<file path="src/rtl/button_parser_pkg.sv">
// Shared button-timing constants so every button consumer agrees on debounce timing.
// Defaults target a 125 MHz clock: 2 kHz sample tick, 200 samples (~100 ms) to qualify.
package button_parser_pkg;

  localparam int unsigned BTN_WIDTH_DEF          = 3;
  localparam int unsigned BTN_SAMPLE_CNT_MAX_DEF = 62500;
  localparam int unsigned BTN_PULSE_CNT_MAX_DEF  = 200;

  // Counter width able to hold 0..max_val-1, never narrower than one bit.
  function automatic int unsigned cnt_width(input int unsigned max_val);
    return (max_val > 1) ? $clog2(max_val) : 1;
  endfunction

endpackage : button_parser_pkg

</file>
<file path="src/rtl/button_parser_debouncer.sv">
// Sampled saturating debouncer for synchronized button levels.
//   clk, rst : clock, synchronous active-high reset
//   sync_i   : [WIDTH] synchronized button levels
//   level_o  : [WIDTH] high while a channel has seen PULSE_CNT_MAX consecutive high samples
module button_parser_debouncer
  import button_parser_pkg::*;
#(
  parameter int unsigned WIDTH          = BTN_WIDTH_DEF,
  parameter int unsigned SAMPLE_CNT_MAX = BTN_SAMPLE_CNT_MAX_DEF,
  parameter int unsigned PULSE_CNT_MAX  = BTN_PULSE_CNT_MAX_DEF
) (
  input  logic             clk,
  input  logic             rst,
  input  logic [WIDTH-1:0] sync_i,
  output logic [WIDTH-1:0] level_o
);

  localparam int unsigned SW = cnt_width(SAMPLE_CNT_MAX);
  localparam int unsigned PW = cnt_width(PULSE_CNT_MAX + 1);

  localparam logic [SW-1:0] SAMPLE_LAST = SW'(SAMPLE_CNT_MAX - 1);
  localparam logic [PW-1:0] PULSE_SAT   = PW'(PULSE_CNT_MAX);

  logic [SW-1:0]           sample_q, sample_d;
  logic                    tick;
  logic [WIDTH-1:0][PW-1:0] cnt_q, cnt_d;
  logic [WIDTH-1:0]        level_q, level_d;

  // Free-running sample counter shared by all channels.
  always_comb begin
    tick     = (sample_q == SAMPLE_LAST);
    sample_d = tick ? '0 : sample_q + SW'(1);
  end

  // Per-channel saturating counters; any low sample restarts qualification.
  always_comb begin
    cnt_d   = cnt_q;
    level_d = '0;
    for (int i = 0; i < int'(WIDTH); i++) begin
      if (!sync_i[i]) begin
        cnt_d[i] = '0;
      end else if (tick && (cnt_q[i] != PULSE_SAT)) begin
        cnt_d[i] = cnt_q[i] + PW'(1);
      end
      level_d[i] = (cnt_d[i] == PULSE_SAT);
    end
  end

  // level_q tracks (cnt_q == PULSE_SAT) cycle for cycle, straight from a flop.
  always_ff @(posedge clk) begin
    if (rst) begin
      sample_q <= '0;
      cnt_q    <= '0;
      level_q  <= '0;
    end else begin
      sample_q <= sample_d;
      cnt_q    <= cnt_d;
      level_q  <= level_d;
    end
  end

  assign level_o = level_q;

endmodule : button_parser_debouncer

</file>
<file path="src/rtl/button_parser.sv">
// Push-button conditioner: 2-flop synchronizer, sampled debouncer, rising-edge detector.
//   clk, rst : clock, synchronous active-high reset
//   in       : [WIDTH] raw asynchronous button levels, active-high
//   out      : [WIDTH] one-cycle pulse per qualified press
//   level    : [WIDTH] debounced level, high while a qualified press is held
module button_parser
  import button_parser_pkg::*;
#(
  parameter int unsigned WIDTH          = BTN_WIDTH_DEF,
  parameter int unsigned SAMPLE_CNT_MAX = BTN_SAMPLE_CNT_MAX_DEF,
  parameter int unsigned PULSE_CNT_MAX  = BTN_PULSE_CNT_MAX_DEF
) (
  input  logic             clk,
  input  logic             rst,
  input  logic [WIDTH-1:0] in,
  output logic [WIDTH-1:0] out,
  output logic [WIDTH-1:0] level
);

  logic [WIDTH-1:0] s1_q, s2_q;
  logic [WIDTH-1:0] lvl_q;

  // Synchronizer and edge-detect history; all reset so a held button must re-qualify.
  always_ff @(posedge clk) begin
    if (rst) begin
      s1_q  <= '0;
      s2_q  <= '0;
      lvl_q <= '0;
    end else begin
      s1_q  <= in;
      s2_q  <= s1_q;
      lvl_q <= level;
    end
  end

  button_parser_debouncer #(
    .WIDTH          (WIDTH),
    .SAMPLE_CNT_MAX (SAMPLE_CNT_MAX),
    .PULSE_CNT_MAX  (PULSE_CNT_MAX)
  ) u_debouncer (
    .clk     (clk),
    .rst     (rst),
    .sync_i  (s2_q),
    .level_o (level)
  );

  // Rising edge of the debounced level; both operands come straight from flops.
  assign out = level & ~lvl_q;

endmodule : button_parser

</file>
<file path="config.mk">
export PLATFORM = sky130hd
export DESIGN_NAME = button_parser
export DESIGN_NICKNAME = d
export VERILOG_FILES = /design/src/rtl/button_parser_pkg.sv /design/src/rtl/button_parser_debouncer.sv /design/src/rtl/button_parser.sv
export SDC_FILE = /design/constraint.sdc
export NUM_CORES = 1
export LEC_CHECK = 0
export ABC_AREA = 1
export CORE_MARGIN = 3
export CORE_UTILIZATION = 60
export DETAILED_ROUTE_END_ITERATION = 6
export PLACE_DENSITY_LB_ADDON = 0.2
export SYNTH_ARGS = -nofsm -noshare
export SYNTH_HDL_FRONTEND = slang
export SYNTH_SLANG_ARGS = --single-unit
</file>
<file path="constraint.sdc">
create_clock -name clk -period 2.4 [get_ports clk]
set_clock_uncertainty 0.15 [all_clocks]
set_input_delay 0.48 -clock clk [delete_from_list [all_inputs] [get_ports clk]]
set_output_delay 0.48 -clock clk [all_outputs]
set_load 0.01 [all_outputs]
</file>
== Yosys cells after proc, flatten, opt, wreduce, memory -nomap -nowiden ==
Cells that the tools add are included.

* Flip-flop bits (word level): 52
* Word-level logic and storage cells: 31

* Muxes and demuxes: 6
* Bitwise operators: 2
* Add/sub/neg operators: 4
* Eq/ne operators: 7
* Reduce and logical (&&, ||, !) cells: 4

{| class="wikitable"
|+ Operators with widths
! kind !! count
|-
| 8-bit 2-to-1 mux || 6
|-
| 8-bit by 1-bit adder with 8-bit output, second input constant || 3
|-
| 8-bit equality test, second input constant || 3
|-
| 8-bit inequality test, second input constant || 3
|-
| 16-bit by 1-bit adder with 16-bit output, second input constant || 1
|-
| 16-bit equality test, second input constant || 1
|-
| 3-bit bitwise AND || 1
|-
| 1-bit logical AND || 3
|-
| 3-bit inverter || 1
|-
| 2-bit OR reduction || 1
|}

== Logic depth before layout (Yosys ltp) ==
Gate-level depths: netlist of run 1.

* Word-level depth: 5
* Gate-level depth with buffers: 13
* Depth with buffers taken out: 13

== Hierarchy ==
Synthesis of run 1 repeated with hierarchy kept, for this count alone.

* Cell total of the unflattened synthesis: 425
* Area, all modules: 2820.2 µm²

{| class="wikitable"
|+ By module, submodules not included
! module !! sequential area each (µm²) !! area an instance (µm²) !! cells each !! instances
|-
| button_parser_debouncer || 860.8 || 2549.9 || 394 || 1
|-
| button_parser || 180.2 || 270.3 || 31 || 1
|}

== Worst setup path after synthesis of run 1 ==
Ideal clock, no wire load.

* Path kind: reg-to-reg
* Start: register u_debouncer.sample_q[0]
* End: register u_debouncer.sample_q[14]
* Required time: 2.128 ns
* Path slack: 0.656 ns
* Arrival time: 1.472 ns
* Library setup time: 0.122 ns
* Cell stages (with the launch flop): 9
* Cells stage by stage: dfxtp_1 > ha_1 > nand3_2 > nor2_2 > nand2_2 > or2_1 > or2_4 > o21ai_0 > a21oi_1

* Cells in the longest elaborated chain, start to end: 2
* Elaborated cells between the ends (all ways): 3
* Those cells by class: add/sub (1); eq/ne (1); reduce/logical (1)

{| class="wikitable"
|+ Ends and longest elaborated chain
! element !! RTL line !! RTL
|-
| start: declaration || button_parser_debouncer.sv:24 || <nowiki>logic [SW-1:0] sample_q, sample_d;</nowiki>
|-
| start signal: assignment || button_parser_debouncer.sv:56 || <nowiki>sample_q <= sample_d;</nowiki>
|-
| parallel branches: the longest is 2 deep, another holds 16-bit by 1-bit adder with 16-bit output || -- ||
|}

Parallel ways; which one is timed is not known.
A chain may end at the register's enable or synchronous reset.

== Worst setup path after layout of run 1 ==
* Start: register u_debouncer.sample_q[0]
* End: register u_debouncer.level_q[2] (netlist: u_debouncer.level_o[2])

* Cells in the longest elaborated chain, start to end: 5

{| class="wikitable"
|+ Ends and longest elaborated chain
! element !! RTL line !! RTL
|-
| 16-bit equality test || button_parser_debouncer.sv:31 || <nowiki>tick = (sample_q == SAMPLE_LAST);</nowiki>
|-
| 1-bit logical AND || button_parser_debouncer.sv:42 || <nowiki>end else if (tick && (cnt_q[i] != PULSE_SAT)) begin</nowiki>
|-
| 8-bit 2-to-1 mux || button_parser_debouncer.sv:42 ||
|-
| 8-bit 2-to-1 mux || button_parser_debouncer.sv:40 || <nowiki>if (!sync_i[i]) begin</nowiki>
|-
| 8-bit equality test || button_parser_debouncer.sv:45 || <nowiki>level_d[i] = (cnt_d[i] == PULSE_SAT);</nowiki>
|-
| end signal: assignment || button_parser_debouncer.sv:58 || <nowiki>level_q <= level_d;</nowiki>
|-
| end: declaration || button_parser_debouncer.sv:27 || <nowiki>logic [WIDTH-1:0] level_q, level_d;</nowiki>
|}

No other way between the ends.

==> results.json, run 1 <==
{
  "ant_nets": 0,
  "gp_congestion": 0.8504,
  "path_common_cell": "nand2_1",
  "power.density_nw_per_um2": 499.5,
  "initial_utilization": 0.6354,
  "fin_crit_sh": 0.8531,
  "ys_warn_count": 0,
  "p_clk_frac": 0.406,
  "syn-cell-area_sq_um": 2824,
  "worstMarginPinSlew_ns": 0.5628,
  "portBuffers": 10,
  "clk_pin_slew_ns": 0.10,
  "rsz0062_at_grt": "no",
  "remaining_drc_errors": 0,
  "worst_hold_path.endpoint": "s2_q[0]",
  "final_common_cell": "nand2_1",
  "holdPathStages": 2,
  "overflow": 0,
  "fin_tns_setup_ns": 0,
  "p_comb_frac": 0.027,
  "cts_hold_buf": 0,
  "cts_buffer_depth": 2,
  "track_usage": 0.2265,
  "min-delay-start": "s1_q[0]",
  "synth.distinct_cells": 34,
  "yosys-top-cells-area": "dfxtp_1, nand2_1, nor2_1, inv_1, nand3_1",
  "crit_path_top_delay_cell": "dfxtp_1",
  "crit_buf_inv": 0,
  "rrSetupSlack_ns": 0.35,
  "power_switching_share": 0.2065,
  "crit_type": "reg -> reg",
  "max_freq_mhz": 488.4,
  "synth_top_area_share": 0.3686,
  "dpl_worst_slack_ns": 0.3954,
  "grt_first_pass_wirelength_mm": 10.01,
  "wl_mm": 5.762,
  "max_stage_delay_ns": 0.37,
  "crit_family": "simple AND/OR/NAND/NOR gates",
  "utilization": 0.6971,
  "drv_slew": 0,
  "slew_headroom": 0.6239,
  "ys_ff_latch": 52,
  "worstPathCellList": "ha_1, nand2_1, nor2_1, nand2_1, nor2_4, nand3_1, nand3_1, nand2_1, nor2_1, nand2_1, nor2_1",
  "setup_viol": 0,
  "most-common-layout-cells": "nand2_1, nor2_1, inv_1",
  "worstSkewPairLatency_ns": 0.30,
  "die-area_sq_um": 5566,
  "cts_sinks": 52,
  "crit_arrival_ns": 2.14,
  "drive_gt1_frac": 0.08036,
  "cap_violations": 0,
  "path_max_fanout": 14,
  "syn-num-nets": 445,
  "worst-endpoint-required_ns": 2.49,
  "period_minus_slack_ns": 2.048,
  "syn_area_per_cell_sq_um": 6.522,
  "cts_tree": "built",
  "r2r-end": "u_debouncer.level_o[2]",
  "fillers": 400,
  "postCtsSetupRepairBufs": 0,
  "end_kind": "flop",
  "yosysTopAreaCell": "dfxtp_1",
  "rr_startpoint": "u_debouncer.sample_q[0]",
  "hold_path_class": "reg -> reg",
  "power_frac_seq": 0.568,
  "fin_nets": 459,
  "die_h_microns": 74.61,
  "start_kind": "flop",
  "area_delta_synth_final_pct": 9.703,
  "via_per_inst": 5.158,
  "cts_made_buffers": 5,
  "n_antenna_cell": 0,
  "ys_seq_area_frac": 0.3686,
  "io_pins": 11,
  "power_leakage_uw": 0.001325,
  "root_buffer": "clkbuf_8",
  "die-width_microns": 74.61,
  "hold_viol": 0,
  "drtIter0Drc": 161,
  "p_int_uw": 1228,
  "post_cts_resize_count": 0,
  "synthCells": 433,
  "fp-row-count": 24,
  "fin_ws_ns": 0.3525,
  "routedWlPerCell_microns": 11.52,
  "irDropWorstVdd_mv": 0.4696,
  "grt_max_degree": 24,
  "core-area_sq_um": 4444,
  "ff2ff_path_depth": 11,
  "drtPass1Iterations": 4,
  "switching_power_uw": 319.5,
  "dp_hpwl_mm": 4.351,
  "outcome": "completed",
  "h-tree-depth": 2,
  "antenna_found_initial": 0,
  "grt_pass1_vias": 2321,
  "vias": 2579
}
-- how the worst max path moves through the flow --
stage | startpoint | to | cells after the start
final | u_debouncer.sample_q[0] | u_debouncer.level_o[2] | 11
after global routing | u_debouncer.sample_q[0] | u_debouncer.level_o[1] | 11
after CTS | u_debouncer.sample_q[0] | u_debouncer.level_o[2] | 10
after detailed placement | u_debouncer.sample_q[0] | u_debouncer.level_o[2] | 10
after global placement | u_debouncer.sample_q[0] | u_debouncer.level_o[1] | 11
after floorplan | u_debouncer.sample_q[0] | u_debouncer.sample_q[14] | 8
-- power by group through the flow --
stage	sequential (uW)	clock, uW	combinational [uW]
2_1_floorplan	896	0	24.2
4_1_cts	879	640	41.3
3_3_place_gp	899	0	40.4
3_5_place_dp	899	0	41.1
6_report	879	628	41.1
5_1_grt	880	669	46.9
-- sequential cells by signal (all words and copies together), names as in the netlist --
register,count
s1_q,3
u_debouncer.level_o,3
u_debouncer.sample_q,16
s2_q,3
u_debouncer.cnt_q,24
lvl_q,3
-- per-layer routing --
layer / routed length, microns / track usage
met5: 0 / 0
met4: 39 / 0.04545
met3: 292 / 0.05405
met2: 2668 / 0.3659
met1: 2761 / 0.3101
-- final cells by class --
cell class	instances	area [sq um]	share of cell area
Clock buffer	6	82.58	0.02666
Clock inverter	2	38.79	0.01252
Inverter	70	264.0	0.08522
Multi-Input combinational cell	305	1484	0.4790
Sequential cell	52	1041	0.3360
Tap cell	52	65.06	0.02100
Timing Repair Buffer	13	122.6	0.03958
-- cell usage after synthesis (all sizes together) --
| library cell | count |
|---|---|
| or2 | 5 |
| nand3 | 45 |
| a211oi | 1 |
| o21bai | 1 |
| nand3b | 1 |
| nor2 | 77 |
| inv | 67 |
| xor2 | 6 |
| nand4 | 9 |
| nor4 | 1 |
| buf | 4 |
| o21ai | 8 |
| xnor2 | 2 |
| nor3b | 3 |
| nand2 | 113 |
| a21oi | 12 |
| a21boi | 1 |
| nor3 | 10 |
| clkinv | 3 |
| ha | 7 |
| and2 | 3 |
| dfxtp | 52 |
| clkbuf | 2 |
-- through the flow --
step	cell area, sq um	total power [uW]	hold slack, ns	instances
floorplan	2824	920.6	0.2383	433
global placement	2977	938.9	0.2396	492
detailed placement	2977	939.9	0.2435	492
CTS	3098	1560	0.2554	500
global route	3098	1596	0.2771	500
finish	3098	1548	0.2551	500
-- tightest hold or removal path: cells and delay by family, from the launching register on --
family	cells	cell delay [ns]
DFF	1	0.31
buffers and inverters	1	0.04
and+or+nand+nor	1	0.03
-- logic make-up after synthesis --
family | Yosys count | synth area share
flops | 52 | 0.3686
buf+inv | 76 | 0.1059
simple gates | 267 | 0.4262
fa+ha+maj | 7 | 0.03101
compound gates | 23 | 0.04342
xor+xnor | 8 | 0.02481
Power figures use the tool's default switching activity.
==> run 2, diff against run 1 <==
--- a/config.mk
+++ b/config.mk
@@ -8,6 +8,7 @@
 export ABC_AREA = 1
 export CORE_MARGIN = 3
 export CORE_UTILIZATION = 60
+export CTS_BUF_LIST = sky130_fd_sc_hd__clkbuf_2
 export DETAILED_ROUTE_END_ITERATION = 6
 export PLACE_DENSITY_LB_ADDON = 0.2
 export SYNTH_ARGS = -nofsm -noshare
==> run 2 against run 1 <==
  * Register-to-register slack improved by 0.02 ns
  * Clock power fell by 27%
  * Routed wire length rose by 0.30%
  * Hold slack improved by 0.013 ns
  * Final area fell by 1.7%
  * Sequential power rose by 0.5%
  * Via count fell by 0.47%
  * Utilization fell by 1.2 points
  * Count of clock-buffer cells in the layout fell by 1
  * Power fell by 11%
  * Sequential share of layout area rose by 0.59 points
  * Non-clock buffer count did not move
  * Critical path type is now reg -> out
  * Largest cell class unchanged
==> results.json, run 2 (synthesis gave the netlist of run 1 again) <==
{
  "holdPathStages": 2,
  "cts_made_buffers": 5,
  "top_regs": "u_debouncer.cnt_q (24), u_debouncer.sample_q (16)",
  "portBuffers": 10,
  "clk_pin_slew_ns": 0.27,
  "start_kind": "flop",
  "dp_hpwl_mm": 4.351,
  "most-common-layout-cells": "nand2_1, nor2_1, inv_1",
  "io_pins": 11,
  "gp_congestion": 0.8504,
  "fin_area_sq_um": 3044,
  "slew_headroom": 0.6195,
  "p_clk_frac": 0.332,
  "die-width_microns": 74.61,
  "wl_mm": 5.779,
  "utilization": 0.6850,
  "switching_power_uw": 317.8,
  "drtIter0Drc": 170,
  "outcome": "completed",
  "max_freq_mhz": 469.1,
  "power_leakage_uw": 0.001304,
  "vias": 2567,
  "fin_crit_sh": 0.8882,
  "track_usage": 0.2276,
  "power_switching_share": 0.2296,
  "cts_buffer_depth": 2,
  "cts_tree": "built",
  "n_antenna_cell": 0,
  "path_max_fanout": 2,
  "cap_violations": 0,
  "postCtsSetupRepairBufs": 0,
  "cts_hold_buf": 0,
  "fin_nets": 459,
  "drv_slew": 0,
  "period_minus_slack_ns": 2.132,
  "hold_path_class": "reg -> reg",
  "core-area_sq_um": 4444,
  "initial_utilization": 0.6354,
  "die-area_sq_um": 5566,
  "end_kind": "output pin",
  "irDropWorstVdd_mv": 0.4420,
  "fp-row-count": 24,
  "postPlaceCellArea_sq_um": 2977,
  "setup_viol": 0,
  "fin_tns_setup_ns": 0,
  "area_delta_synth_final_pct": 7.798,
  "ant_nets": 0,
  "rsz0062_at_grt": "no",
  "fillers": 417,
  "worstSkewPairLatency_ns": 0.45,
  "drtPass1Iterations": 4,
  "antenna_found_initial": 0,
  "largest_reg_flops": 24,
  "worst-endpoint-required_ns": 1.77,
  "drive_gt1_frac": 0.07813,
  "rrSetupSlack_ns": 0.37,
  "overflow": 0,
  "crit_arrival_ns": 1.50,
  "die_h_microns": 74.61,
  "via_per_inst": 5.134,
  "h-tree-depth": 2,
  "grt_first_pass_wirelength_mm": 9.956,
  "p_int_uw": 1066,
  "routedWlPerCell_microns": 11.56,
  "p_comb_frac": 0.030,
  "power.density_nw_per_um2": 454.6,
  "top_register": "u_debouncer.cnt_q",
  "final_common_cell": "nand2_1",
  "power_frac_seq": 0.638,
  "root_buffer": "clkbuf_2",
  "grt_max_degree": 24,
  "ff2ff_path_depth": 11,
  "post_cts_resize_count": 0,
  "cts_sinks": 52,
  "worstMarginPinSlew_ns": 0.5693,
  "crit_type": "reg -> out",
  "remaining_drc_errors": 0,
  "grt_pass1_vias": 2292,
  "hold_viol": 0
}
[run 2: layer usage]
layer,vias up,global-route usage,wire [microns]
li1,1374,-,-
met4,0,0.05534,51
met3,5,0.05000,185
met2,43,0.3698,2665
met5,-,0,0
met1,1145,0.3085,2878
[run 2: layout make-up]
cell class	instances	area, sq um	area share
clock buffers	5	25.02	0.008220
clock inverters	3	42.54	0.01397
inverters	70	264.0	0.08672
multi-input cells	305	1484	0.4875
flip-flops and latches	52	1041	0.3420
well taps	52	65.06	0.02137
repair buffers	13	122.6	0.04028
[run 2: power groups by stage]
stage	Combinational, uW	Clock, uW	Sequential [uW]
global route	46.8	496	886
global placement	40.4	0	899
finish	41.1	460	883
floorplan	24.2	0	896
CTS	41.3	468	883
detailed placement	41.1	0	899
[run 2: worst max-delay path, stage by stage (launching register included)]
cell and delay, ns:
dfxtp_1 0.39, inv_1 0.05, nor2_1 0.08, clkdlybuf4s50_1 0.54
[run 2: per-stage QoR]
| step | hold slack [ns] | std cells | total power [uW] | worst slack, ns |
|---|---|---|---|---|
| 6_report | 0.2677 | 500 | 1384 | 0.2684 |
| 2_1_floorplan | 0.2383 | 433 | 920.6 | 0.6564 |
| 5_1_grt | 0.2849 | 500 | 1428 | 0.1636 |
| 3_5_place_dp | 0.2435 | 492 | 939.9 | 0.3954 |
| 3_3_place_gp | 0.2396 | 492 | 938.9 | 0.4412 |
| 4_1_cts | 0.2650 | 500 | 1393 | 0.2396 |
[run 2: final timing paths]
check | from | to
worst max-delay path | u_debouncer.level_o[2] | out[2]
worst min-delay path | s1_q[0] | s2_q[0]
worst max register to register | u_debouncer.sample_q[0] | u_debouncer.level_o[2]
worst min register to register | s1_q[0] | s2_q[0]
==> run 3, diff against run 2 <==
--- a/config.mk
+++ b/config.mk
@@ -6,8 +6,10 @@
 export NUM_CORES = 1
 export LEC_CHECK = 0
 export ABC_AREA = 1
+export CELL_PAD_IN_SITES_DETAIL_PLACEMENT = 1
+export CELL_PAD_IN_SITES_GLOBAL_PLACEMENT = 1
 export CORE_MARGIN = 3
-export CORE_UTILIZATION = 60
+export CORE_UTILIZATION = 45
 export CTS_BUF_LIST = sky130_fd_sc_hd__clkbuf_2
 export DETAILED_ROUTE_END_ITERATION = 6
 export PLACE_DENSITY_LB_ADDON = 0.2
==> run 3 against run 2 <==
  * Flip-flop and latch count stayed put
  * Combinational power barely moved
  * First-iteration DRC count is 56% lower
  * Sequential power is essentially flat
  * Register-to-register slack got worse by 0.07 ns
  * Sequential share of layout area unchanged
  * Critical path depth did not move
  * Hold slack worse by 0.026 ns
  * Final area unchanged
  * Via count rose by 3.5%
  * Utilization decreased by 18 points
  * Power decreased by 7.3%
==> results.json, run 3 (synthesis gave the netlist of run 1 again) <==
{
  "io_pins": 11,
  "start_kind": "flop",
  "initial_utilization": 0.4714,
  "die-area_sq_um": 7262,
  "slew_headroom": 0.6396,
  "cts_buffer_depth": 2,
  "setup_viol": 0,
  "postCtsSetupRepairBufs": 0,
  "worst-endpoint-required_ns": 1.77,
  "cts_sinks": 52,
  "power_leakage_uw": 0.001294,
  "hold_viol": 0,
  "h-tree-depth": 2,
  "drtPass1Iterations": 4,
  "irDropWorstVdd_mv": 0.2589,
  "worstMarginPinSlew_ns": 0.5357,
  "crit_arrival_ns": 1.52,
  "vias": 2656,
  "fin_crit_sh": 0.8946,
  "track_usage": 0.2103,
  "cap_violations": 0,
  "hold_slack_ns": 0.2414,
  "gp_congestion": 0.8401,
  "n_antenna_cell": 0,
  "grt_first_pass_wirelength_mm": 12.45,
  "top_register": "u_debouncer.cnt_q",
  "grt_max_degree": 17,
  "dp_hpwl_mm": 5.408,
  "rsz0062_at_grt": "no",
  "worstSkewPairLatency_ns": 0.44,
  "post_cts_resize_count": 0,
  "remaining_drc_errors": 0,
  "power.density_nw_per_um2": 421.6,
  "die-width_microns": 85.22,
  "root_buffer": "clkbuf_2",
  "via_per_inst": 5.078,
  "area_delta_synth_final_pct": 7.798,
  "most-common-layout-cells": "nand2_1, nor2_1, inv_1",
  "period_minus_slack_ns": 2.147,
  "crit_type": "reg -> out",
  "outcome": "completed",
  "max_freq_mhz": 465.8,
  "largest_reg_flops": 24,
  "end_kind": "output pin",
  "drtIter0Drc": 75,
  "antenna_found_initial": 0,
  "fp-row-count": 28,
  "clk_pin_slew_ns": 0.26,
  "overflow": 0,
  "grt_pass1_vias": 2720,
  "cts_tree": "built",
  "cts_made_buffers": 5,
  "portBuffers": 10,
  "top_regs": "u_debouncer.cnt_q (24), u_debouncer.sample_q (16)",
  "fin_nets": 459,
  "die_h_microns": 85.22,
  "final_common_cell": "nand2_1",
  "cts_hold_buf": 0,
  "fin_tns_setup_ns": 0,
  "ant_nets": 0,
  "drv_slew": 0,
  "core-area_sq_um": 5991,
  "hold_path_class": "reg -> reg",
  "routedWlPerCell_microns": 13.38,
  "path_max_fanout": 2,
  "drive_gt1_frac": 0.07813,
  "wl_mm": 6.996
}
==> run 3: cell count changes in the layout (fill, tap and decap cells not counted) <==
cell       delta
clkinv_4      -1
clkbuf_2      +2
bufinv_16     -1
==> run 3: critical path, stage by stage (launching register included) <==
cell and delay (ns):
dfxtp_1 0.40, inv_1 0.05, nor2_1 0.08, clkdlybuf4s50_1 0.54
==> run 3: routing by layer <==
layer / part of all wire / track usage / wire [microns]
met3: 0.026 / 0.04272 / 180
met5: 0 / 0 / 0
met1: 0.49 / 0.2725 / 3439
met4: 0.0041 / 0.04604 / 29
met2: 0.48 / 0.3609 / 3347
==> run 3: power breakdown <==
part	switching, uW	total, uW	internal, uW
logic	25.3	41.3	16.0
clock network	281	359	77.8
registers	7.58	883	876
==> run 3: area by class of cell <==
class	instances	area (sq um)
Clock buffer	7	35.03
Sequential cell	52	1041
Clock inverter	1	3.754
Tap cell	75	93.84
Fill cell	824	2947
Multi-Input combinational cell	305	1484
Inverter	70	264.0
Timing Repair Buffer	13	122.6
==> run 3: stage by stage <==
step / instance area, sq um / std cells / power [uW] / util / worst slack [ns]
2_1_floorplan: 2824 / 433 / 920.6 / - / 0.6564
3_3_place_gp: 3005 / 515 / 938.5 / 0.5017 / 0.4947
3_5_place_dp: 3005 / 515 / 940.6 / 0.5017 / 0.3595
4_1_cts: 3044 / 523 / 1294 / 0.5081 / 0.2373
6_report: 3044 / 523 / 1283 / 0.5081 / 0.2530
5_1_grt: 3044 / 523 / 1342 / 0.5081 / 0.01810
==> run 3: final timing paths <==
path | start | depth (start not counted) | end | slack (ns)
max reg2reg | u_debouncer.sample_q[0] | 11 | u_debouncer.level_o[2] | 0.30
min | s1_q[2] | 2 | s2_q[2] | 0.24
max | u_debouncer.level_o[1] | 3 | out[1] | 0.25
min reg2reg | s1_q[2] | 2 | s2_q[2] | 0.24
